### src/rtl/mips_mem_pkg.sv
// Shared definitions for the MIPS load/store path: opcodes, fault causes
// and the load/store unit state encoding.
package mips_mem_pkg;

    // MIPS memory opcodes as seen on the pipeline request and memory buses
    localparam logic [5:0] OP_NOP = 6'h00;
    localparam logic [5:0] OP_LB  = 6'h20;
    localparam logic [5:0] OP_LH  = 6'h21;
    localparam logic [5:0] OP_LW  = 6'h23;
    localparam logic [5:0] OP_LBU = 6'h24;
    localparam logic [5:0] OP_LHU = 6'h25;
    localparam logic [5:0] OP_SB  = 6'h28;
    localparam logic [5:0] OP_SH  = 6'h29;
    localparam logic [5:0] OP_SW  = 6'h2B;

    // Fault cause encodings reported on exc_cause
    localparam logic [1:0] EXC_NONE       = 2'd0;
    localparam logic [1:0] EXC_MISALIGNED = 2'd1;
    localparam logic [1:0] EXC_RANGE      = 2'd2;

    typedef enum logic [2:0] {
        ST_IDLE,
        ST_LOAD,
        ST_RMW_READ,
        ST_WRITE,
        ST_RESP,
        ST_FAULT
    } state_t;

    // True for any of the eight opcodes this unit services
    function automatic logic is_mem_op(input logic [5:0] op);
        return (op == OP_LB) || (op == OP_LH) || (op == OP_LW) ||
               (op == OP_LBU) || (op == OP_LHU) || (op == OP_SB) ||
               (op == OP_SH) || (op == OP_SW);
    endfunction

    // True for the five load opcodes
    function automatic logic is_load_op(input logic [5:0] op);
        return (op == OP_LB) || (op == OP_LH) || (op == OP_LW) ||
               (op == OP_LBU) || (op == OP_LHU);
    endfunction

endpackage

### src/rtl/mem_lane_unit.sv
// Combinational big-endian byte/halfword lane handling: extracts and extends
// load results from a memory word, and merges sub-word store data into the
// previously read word.
module mem_lane_unit
    import mips_mem_pkg::*;
(
    input  logic [31:0] word,
    input  logic [1:0]  offset,
    input  logic [5:0]  op,
    input  logic [15:0] store_data,
    output logic [31:0] load_data,
    output logic [31:0] merged_word
);

    logic [7:0]  byte_sel;
    logic [15:0] half_sel;

    // Pick the addressed lane; offset 0 is the most significant byte
    always_comb begin
        byte_sel = word[31:24];
        case (offset)
            2'd0: byte_sel = word[31:24];
            2'd1: byte_sel = word[23:16];
            2'd2: byte_sel = word[15:8];
            2'd3: byte_sel = word[7:0];
            default: byte_sel = word[31:24];
        endcase
        half_sel = offset[1] ? word[15:0] : word[31:16];
    end

    // Sign- or zero-extend the selected lane; full-word loads pass straight through
    always_comb begin
        load_data = word;
        case (op)
            OP_LB:   load_data = {{24{byte_sel[7]}}, byte_sel};
            OP_LBU:  load_data = {24'h000000, byte_sel};
            OP_LH:   load_data = {{16{half_sel[15]}}, half_sel};
            OP_LHU:  load_data = {16'h0000, half_sel};
            default: load_data = word;
        endcase
    end

    // Replace only the target lane(s) of the old word with the store data
    always_comb begin
        merged_word = word;
        if (op == OP_SB) begin
            case (offset)
                2'd0: merged_word[31:24] = store_data[7:0];
                2'd1: merged_word[23:16] = store_data[7:0];
                2'd2: merged_word[15:8]  = store_data[7:0];
                2'd3: merged_word[7:0]   = store_data[7:0];
                default: merged_word = word;
            endcase
        end else if (op == OP_SH) begin
            if (offset[1]) begin
                merged_word[15:0] = store_data;
            end else begin
                merged_word[31:16] = store_data;
            end
        end
    end

endmodule

### src/rtl/mem_access_unit.sv
// Load/store unit in front of the word-only data memory. Accepts one request
// at a time, turns sub-word accesses into LW or read-modify-write SW
// sequences and reports misaligned or out-of-range addresses as faults.
module mem_access_unit
    import mips_mem_pkg::*;
#(
    parameter int MEM_WORDS = 1024
) (
    input  logic        clock,
    input  logic        reset_n,
    input  logic        req_valid,
    output logic        req_ready,
    input  logic [5:0]  req_op,
    input  logic [31:0] req_addr,
    input  logic [31:0] req_wdata,
    output logic        resp_valid,
    output logic [31:0] resp_rdata,
    output logic        exc_valid,
    output logic [1:0]  exc_cause,
    output logic [31:0] exc_addr,
    output logic [5:0]  mem_op,
    output logic [31:0] mem_addr,
    output logic [31:0] mem_wdata,
    input  logic [31:0] mem_rdata
);

    localparam logic [31:0] MEM_WORDS_W = 32'(MEM_WORDS);

    state_t      state;
    logic [5:0]  op_q;
    logic [1:0]  offset_q;
    logic [15:0] wdata_q;

    logic        req_known;
    logic        req_load;
    logic        misaligned;
    logic        out_of_range;
    logic [31:0] load_data;
    logic [31:0] merged_word;

    assign req_ready = (state == ST_IDLE);

    // Classify the incoming request; misalignment outranks the range check
    always_comb begin
        req_known    = is_mem_op(req_op);
        req_load     = is_load_op(req_op);
        misaligned   = 1'b0;
        if ((req_op == OP_LH) || (req_op == OP_LHU) || (req_op == OP_SH)) begin
            misaligned = req_addr[0];
        end else if ((req_op == OP_LW) || (req_op == OP_SW)) begin
            misaligned = (req_addr[1:0] != 2'b00);
        end
        out_of_range = ({2'b00, req_addr[31:2]} >= MEM_WORDS_W);
    end

    mem_lane_unit u_lane (
        .word        (mem_rdata),
        .offset      (offset_q),
        .op          (op_q),
        .store_data  (wdata_q),
        .load_data   (load_data),
        .merged_word (merged_word)
    );

    // Access sequencer; every memory and response output is registered here
    always_ff @(posedge clock) begin
        if (!reset_n) begin
            state      <= ST_IDLE;
            op_q       <= OP_NOP;
            offset_q   <= 2'b00;
            wdata_q    <= 16'h0000;
            mem_op     <= OP_NOP;
            mem_addr   <= 32'h0;
            mem_wdata  <= 32'h0;
            resp_valid <= 1'b0;
            resp_rdata <= 32'h0;
            exc_valid  <= 1'b0;
            exc_cause  <= EXC_NONE;
            exc_addr   <= 32'h0;
        end else begin
            case (state)
                ST_IDLE: begin
                    if (req_valid && req_known) begin
                        op_q     <= req_op;
                        offset_q <= req_addr[1:0];
                        wdata_q  <= req_wdata[15:0];
                        if (misaligned) begin
                            state     <= ST_FAULT;
                            exc_valid <= 1'b1;
                            exc_cause <= EXC_MISALIGNED;
                            exc_addr  <= req_addr;
                        end else if (out_of_range) begin
                            state     <= ST_FAULT;
                            exc_valid <= 1'b1;
                            exc_cause <= EXC_RANGE;
                            exc_addr  <= req_addr;
                        end else if (req_load) begin
                            state    <= ST_LOAD;
                            mem_op   <= OP_LW;
                            mem_addr <= {req_addr[31:2], 2'b00};
                        end else if (req_op == OP_SW) begin
                            state     <= ST_WRITE;
                            mem_op    <= OP_SW;
                            mem_addr  <= {req_addr[31:2], 2'b00};
                            mem_wdata <= req_wdata;
                        end else begin
                            state    <= ST_RMW_READ;
                            mem_addr <= {req_addr[31:2], 2'b00};
                        end
                    end
                end
                ST_LOAD: begin
                    mem_op     <= OP_NOP;
                    resp_valid <= 1'b1;
                    resp_rdata <= load_data;
                    state      <= ST_RESP;
                end
                ST_RMW_READ: begin
                    mem_op    <= OP_SW;
                    mem_wdata <= merged_word;
                    state     <= ST_WRITE;
                end
                ST_WRITE: begin
                    mem_op     <= OP_NOP;
                    resp_valid <= 1'b1;
                    resp_rdata <= 32'h0;
                    state      <= ST_RESP;
                end
                ST_RESP: begin
                    resp_valid <= 1'b0;
                    state      <= ST_IDLE;
                end
                ST_FAULT: begin
                    exc_valid <= 1'b0;
                    exc_cause <= EXC_NONE;
                    state     <= ST_IDLE;
                end
                default: begin
                    mem_op <= OP_NOP;
                    state  <= ST_IDLE;
                end
            endcase
        end
    end

endmodule

### config.mk
export PLATFORM = sky130hd
export DESIGN_NAME = mem_access_unit
export DESIGN_NICKNAME = d
export VERILOG_FILES = /design/src/rtl/mips_mem_pkg.sv /design/src/rtl/mem_lane_unit.sv /design/src/rtl/mem_access_unit.sv
export SDC_FILE = /design/constraint.sdc
export NUM_CORES = 1
export LEC_CHECK = 0
export BUFFER_PORTS_ARGS = -buffer_cell sky130_fd_sc_hd__buf_2
export CORE_ASPECT_RATIO = 1.2
export CORE_MARGIN = 5
export CORE_UTILIZATION = 55
export CTS_CLUSTER_DIAMETER = 60
export DETAILED_ROUTE_END_ITERATION = 7
export PLACE_DENSITY = 0.86
export SLEW_MARGIN = 20
export SYNTH_ARGS = -nofsm -noshare
export SYNTH_HDL_FRONTEND = slang
export SYNTH_SLANG_ARGS = --single-unit
### constraint.sdc
create_clock -name clock -period 4.5 [get_ports clock]
set_input_delay 0 -clock clock [delete_from_list [all_inputs] [get_ports clock]]
set_output_delay 0 -clock clock [all_outputs]
set_load 0.01 [all_outputs]
Yosys cells after proc, flatten, opt, wreduce, memory -nomap -nowiden
Cells that the tools add are included.
{"block": "op_classes", "n_lt_le_gt_ge": 1, "eq_ne": 29, "muxes": 43, "bitwise_logic": 3, "reduce_logical": 27}
{"op": "two-way mux 32 bit", "count": 9}
{"op": "one-hot mux 32 bit (2 select lines)", "count": 2}
{"op": "one-hot mux 32 bit (4 select lines)", "count": 1}
{"op": "equality test 6 bit, second input constant", "count": 14}
{"op": "two-way mux 16 bit", "count": 3}
{"op": "two-way mux 8 bit", "count": 4}
{"op": "one-hot mux 8 bit (4 select lines)", "count": 1}
{"op": "greater-or-equal comparator 30 x 11 -> 1 bit, second input constant", "count": 1}
{"op": "two-way mux 6 bit", "count": 5}
{"op": "one-hot mux 6 bit (3 select lines)", "count": 1}
{"op": "nonzero test 2 bit", "count": 6}
{"op": "logical OR 1 bit", "count": 10}
{"op": "two-way mux 3 bit", "count": 3}
{"op": "one-hot mux 3 bit (3 select lines)", "count": 1}
{"op": "two-way mux 2 bit", "count": 4}
{"op": "equality test 3 x 2 -> 1 bit, second input constant", "count": 2}
{"op": "equality test 3 bit, second input constant", "count": 2}
{"op": "two-way mux 1 bit", "count": 6}
{"op": "inequality test 2 bit, second input constant", "count": 3}
{"op": "inequality test 3 x 1 -> 1 bit, second input constant", "count": 2}
{"op": "AND reduction 3 bit", "count": 2}
{"op": "AND reduction 6 bit", "count": 1}
{"op": "AND reduction 5 bit", "count": 1}
{"op": "equality test 2 bit, second input constant", "count": 2}
{"op": "12 further kinds", "count": 17}
{"block": "totals", "regBits": 163, "inputBits": 105, "out_inout_bits": 139, "word_cells": 115}

Longest topological paths before layout
{"block": "depth", "word_depth": 11, "ltp_mapped": 8, "ltp_nobuf": 5}

By module
From an unflattened synthesis, not the netlist that was laid out.
{"block": "unflattened", "cells_unflattened": 866, "hier_area_um2": 7691.1}
{"module": "mem_access_unit", "n_inst": 1, "cells_each": 698, "area_per_inst_um2": 6234.7, "seq_area_each_um2": 3183.1}
{"module": "mem_lane_unit", "n_inst": 1, "cells_each": 168, "area_per_inst_um2": 1456.4, "seq_area_each_um2": 0.0}

Worst setup path after synthesis
OpenSTA, ideal clock, no wires.
{"block": "synth_timing", "path_type": "reg-to-reg", "from": "reg offset_q[0]", "to": "reg resp_rdata[20]", "setup_time_ns": 0.128, "t_arrival_ns": 1.710, "required_time_ns": 4.372, "path_slack_ns": 2.663, "path_stages_with_launch": 7, "path_buffers": 1, "synth_period_minus_slack_ns": 1.837, "path_cell_list": "dfxtp_1 mux4_2 a21oi_2 a21boi_2 buf_2 a22oi_1 nor2_1"}
{"block": "synth_via", "elab_chain_cells": 4, "word_cells_on_any_way": 7, "cone_classes": "eq/ne (3); mux (3); reduce/logical (1)"}
{"item": "start, declared", "line": "mem_access_unit.sv:31", "text": "logic [1:0] offset_q;"}
{"item": "start signal, assigned", "line": "mem_access_unit.sv:85", "text": "offset_q <= req_addr[1:0];"}
{"item": "equality test 2 bit, or another cell as far along", "line": "mem_lane_unit.sv:21", "text": "case (offset)"}
{"item": "one-hot mux 8 bit (4 select lines) *", "line": "mem_lane_unit.sv:21"}
{"item": "one-hot mux 32 bit (4 select lines) *", "line": "mem_lane_unit.sv:34", "text": "case (op)"}
{"item": "one-hot mux 32 bit (2 select lines) *", "line": "mem_access_unit.sv:81", "text": "case (state)"}
{"item": "end signal, assigned", "line": "mem_access_unit.sv:115", "text": "resp_rdata <= load_data;"}
{"item": "end, declared", "line": "mem_access_unit.sv:17", "text": "output logic [31:0] resp_rdata,"}
Mark *: on every way between the ends. The rest lies on a longest branch, timed or not.
A chain may end at the register's enable or synchronous reset.

Worst setup path after layout
{"block": "layout_timing", "from": "reg state[0]", "to": "reg resp_rdata[15]"}
{"block": "layout_via", "elab_chain_cells": 2, "word_cells_on_any_way": 4, "cone_classes": "eq/ne (2); mux (1); reduce/logical (1)"}
{"item": "start, declared", "line": "mem_access_unit.sv:29", "text": "state_t state;"}
{"item": "start signal, assigned", "line": "mem_access_unit.sv:68", "text": "state <= ST_IDLE;"}
{"item": "start signal, assigned", "line": "mem_access_unit.sv:88", "text": "state <= ST_FAULT;"}
{"item": "start signal, assigned", "line": "mem_access_unit.sv:93", "text": "state <= ST_FAULT;"}
{"item": "equality test 3 x 2 -> 1 bit / equality test 3 x 1 -> 1 bit (equally long branches)", "line": "mem_access_unit.sv:81"}
{"item": "one-hot mux 32 bit (2 select lines) / nonzero test 2 bit (equally long branches)"}
Several ways; a longest one is shown, not always the timed one.

==> flow_summary.yaml <==
floorplan:
  die_width_um: 115
  core_mm2: 0.0131
  start_util: 0.556
  die_h_um: 136
  ios: 244
  die_area_mm2: 0.0157
  core.rowCount: 46
logic_synthesis:
  synthMuxAreaShare: 0.128
  synth-main-ff-cell: "dfxtp_1"
  netlist_area_mm2: 0.00729
  ys_types: 53
  yosys.area_share.simple: 0.183
  synth_compound_area_frac: 0.201
  synth.avg_cell_area_um2: 8.66
  synth_edf_count: 0
  ys_warn_count: 0
  synth_xor_area_frac: 0
  synth_adder_area_share: 0
  synth_top_family_by_area: "compound AO/OA/AOI/OAI gates"
  synth-async-reset-ratio: 0
  synthCells: 842
  synth-seq-cells: 159
  seq_area_frac_synth: 0.436
critical_path:
  critPathLaunchType: "flop"
  cp-end-kind: "flop"
  critPathKind: "flop to flop"
  slowest_delay_ps: 640
  reg2reg_to: "resp_rdata[15]$_SDFFE_PN0P_"
  crit_fanout: 28
  path_cells: "nand2b_1 > nor2_1 > buf_4 > a21boi_2 > o21ai_0 > a21oi_1"
  critical_path_arrival_ps: 3010
  slowest_stage: "a21boi_2"
  r2r_slack_ps: 1850
  rr_worst_depth: 6
  crit_family: "compound AO/OA/AOI/OAI gates"
  r2r-start: "state[0]$_SDFFE_PN0P_"
  critPathRequiredTime_ps: 4860
  path_buf_inv: 1
detailed_routing:
  drt_iter0_markers: 1019
  vias: 7716
  drcViolationCount: 0
  wl_per_cell_um: 19.7
  wirelength_um: 25500
  vias_per_cell: 5.97
  drt-pass1-iter-count: 8
  drtAntennaViolNets: 0
global_route:
  grt_usage: 0.318
  grt_max_degree: 66
  grt_pass1_vias: 7523
  overflow: 0
  antenna_found_initial: 2
  grt_pass1_wl_um: 39200
pwr:
  p_leak_nw: 4.72
  p_per_area_mw_per_mm2: 317
  peakVddDrop_v: 0.000238
  total_power_mw: 3.09
timing:
  slew_viol_final: 0
  finalSetupViolations: 0
  worst_pin_slew_ps: 1160
  skew_ps: 13.5
  rsz0062_at_grt: "false"
  period_minus_slack_ps: 2650
  fmax_mhz: 377
  timing.final.crit_share: 0.589
  slew_headroom: 0.227
  fin_ws_ps: 1850
  finalHoldViolCount: 0
  final.setup.tns_ps: 0
min_path:
  min_from: "mem_rdata[5]"
  min_path_type: "input port to flop"
  min_path_cells: 3
  min_to: "resp_rdata[5]$_SDFFE_PN0P_"
placement:
  place.gp.congestion: 0.969
  port_buffers: 239
  place_ws_ps: 1950
  dp_hpwl_um: 16200
finish:
  final_nets: 1214
  fillCellCount: 905
  final_cell_mix: "238 x buf_2, 159 x dfxtp_1, 140 x nand2_1"
  layout_commonest_cell: "buf_2"
  drive_gt1_frac: 0.274
  area_growth_pct: 33.6
clock_network:
  cts_tree: "yes"
  ctsRootBufferMaster: "clkbuf_16"
  clock_latency_ps: 430
  ctsHoldBuffers: 73
  ctsResizeCount: 0
  cts_buffers: 17
  path_clk_slew_ps: 60
  cts_setup_buffers: 0
  clock-sinks: 159
  cts_buffer_depth: 2
  htree_levels: 4
job:
  maxCapViolCount: 0
outcome:
  status: "completed"
-- state kept, by name, summed over array words and instances, names as in the netlist --
| name | count |
|---|---|
| exc_valid | 1 |
| wdata_q | 16 |
| exc_cause | 2 |
| mem_wdata | 32 |
| offset_q | 2 |
| resp_valid | 1 |
| op_q | 6 |
| exc_addr | 32 |
| mem_op | 2 |
| state | 3 |
| mem_addr | 30 |
| resp_rdata | 32 |
-- Yosys cell counts, drive strengths merged, types with 2 or more instances --
| cell type | number | area share |
|---|---|---|
| nor2b | 2 | 0.0017 |
| and3b | 2 | 0.0024 |
| a21o | 32 | 0.033 |
| o31ai | 18 | 0.019 |
| a21oi | 58 | 0.040 |
| o2111ai | 7 | 0.0084 |
| nand4bb | 2 | 0.0031 |
| clkbuf | 47 | 0.024 |
| a22oi | 16 | 0.016 |
| nand3 | 35 | 0.024 |
| inv | 6 | 0.0031 |
| mux2i | 70 | 0.096 |
| a211oi | 3 | 0.0031 |
| and2 | 2 | 0.0017 |
| nor2 | 35 | 0.019 |
| a221oi | 16 | 0.019 |
| mux4 | 2 | 0.0062 |
| or2 | 2 | 0.0017 |
| and4b | 3 | 0.0041 |
| and3 | 22 | 0.019 |
| mux2 | 17 | 0.026 |
| nor4b | 2 | 0.0024 |
| o211a | 3 | 0.0041 |
| nor3 | 21 | 0.014 |
| o221ai | 6 | 0.0072 |
| nand2b | 3 | 0.0026 |
| o21ai | 61 | 0.042 |
| nand2 | 140 | 0.072 |
| buf | 30 | 0.024 |
| dfxtp | 159 | 0.44 |
| nor4 | 6 | 0.0072 |
-- cell type report --
type / count / area (um^2) / area share
multi-input cells: 603 / 3780 / 0.388
flip-flops and latches: 159 / 3180 / 0.327
repair buffers: 322 / 2000 / 0.206
clock buffers: 24 / 482 / 0.0494
well taps: 168 / 210 / 0.0216
clock inverters: 8 / 57.6 / 0.00591
inverters: 6 / 22.5 / 0.00231
diodes: 3 / 7.51 / 0.000770
-- report_power, final --
part	internal [mW]	total [mW]	switching, mW
clock network	0.750	1.33	0.578
registers	1.43	1.44	0.0174
logic	0.145	0.314	0.168
total	2.32	3.09	0.764
-- per-layer routing --
metal	global-route usage	wire length, um	vias to the layer above	share of wire
li1	-	-	3557	-
met1	0.361	9150	3533	0.36
met2	0.525	12300	504	0.48
met3	0.103	2540	122	0.10
met4	0.172	1490	0	0.058
met5	0	0	-	0
-- worst reg2reg max path: cells and delay by family, from the launching register on --
| kind | cells | cell delay, ps |
|---|---|---|
| AO/OA/AOI/OAI | 3 | 1000 |
| AND/OR/NAND/NOR | 2 | 920 |
| flip-flops | 1 | 410 |
| buffers and inverters | 1 | 250 |
-- cell families after synthesis --
logic type / count (synthesis)
flip-flops: 159
buffers and inverters: 83
other: 1
multiplexers: 89
AND/OR/NAND/NOR: 283
AO/OA/AOI/OAI: 227
-- through the flow --
step | hold slack, ps | instances | utilization | area [um^2]
finish | 14.8 | 1293 | 0.743 | 9750
global route | 11.9 | 1291 | 0.742 | 9740
CTS | 1.71 | 1290 | 0.741 | 9730
detailed placement | 259 | 1185 | 0.644 | 8460
global placement | 253 | 1185 | 0.644 | 8460
floorplan | 136 | 845 | - | 7310
-- worst max path at each step --
stage | from | endpoint | slack [ps] | cells past startpoint
global route | state[0]$_SDFFE_PN0P_ | resp_rdata[15]$_SDFFE_PN0P_ | 1670 | 6
CTS | state[0]$_SDFFE_PN0P_ | resp_rdata[15]$_SDFFE_PN0P_ | 1930 | 6
detailed placement | offset_q[1]$_SDFFE_PN0P_ | mem_wdata[3]$_SDFFE_PN0P_ | 1950 | 4
floorplan | offset_q[0]$_SDFFE_PN0P_ | resp_rdata[20]$_SDFFE_PN0P_ | 2660 | 6
finish | state[0]$_SDFFE_PN0P_ | resp_rdata[15]$_SDFFE_PN0P_ | 1850 | 6
global placement | offset_q[1]$_SDFFE_PN0P_ | mem_wdata[4]$_SDFFE_PN0P_ | 1970 | 4
No activity file was read; power rests on OpenSTA's default activity.
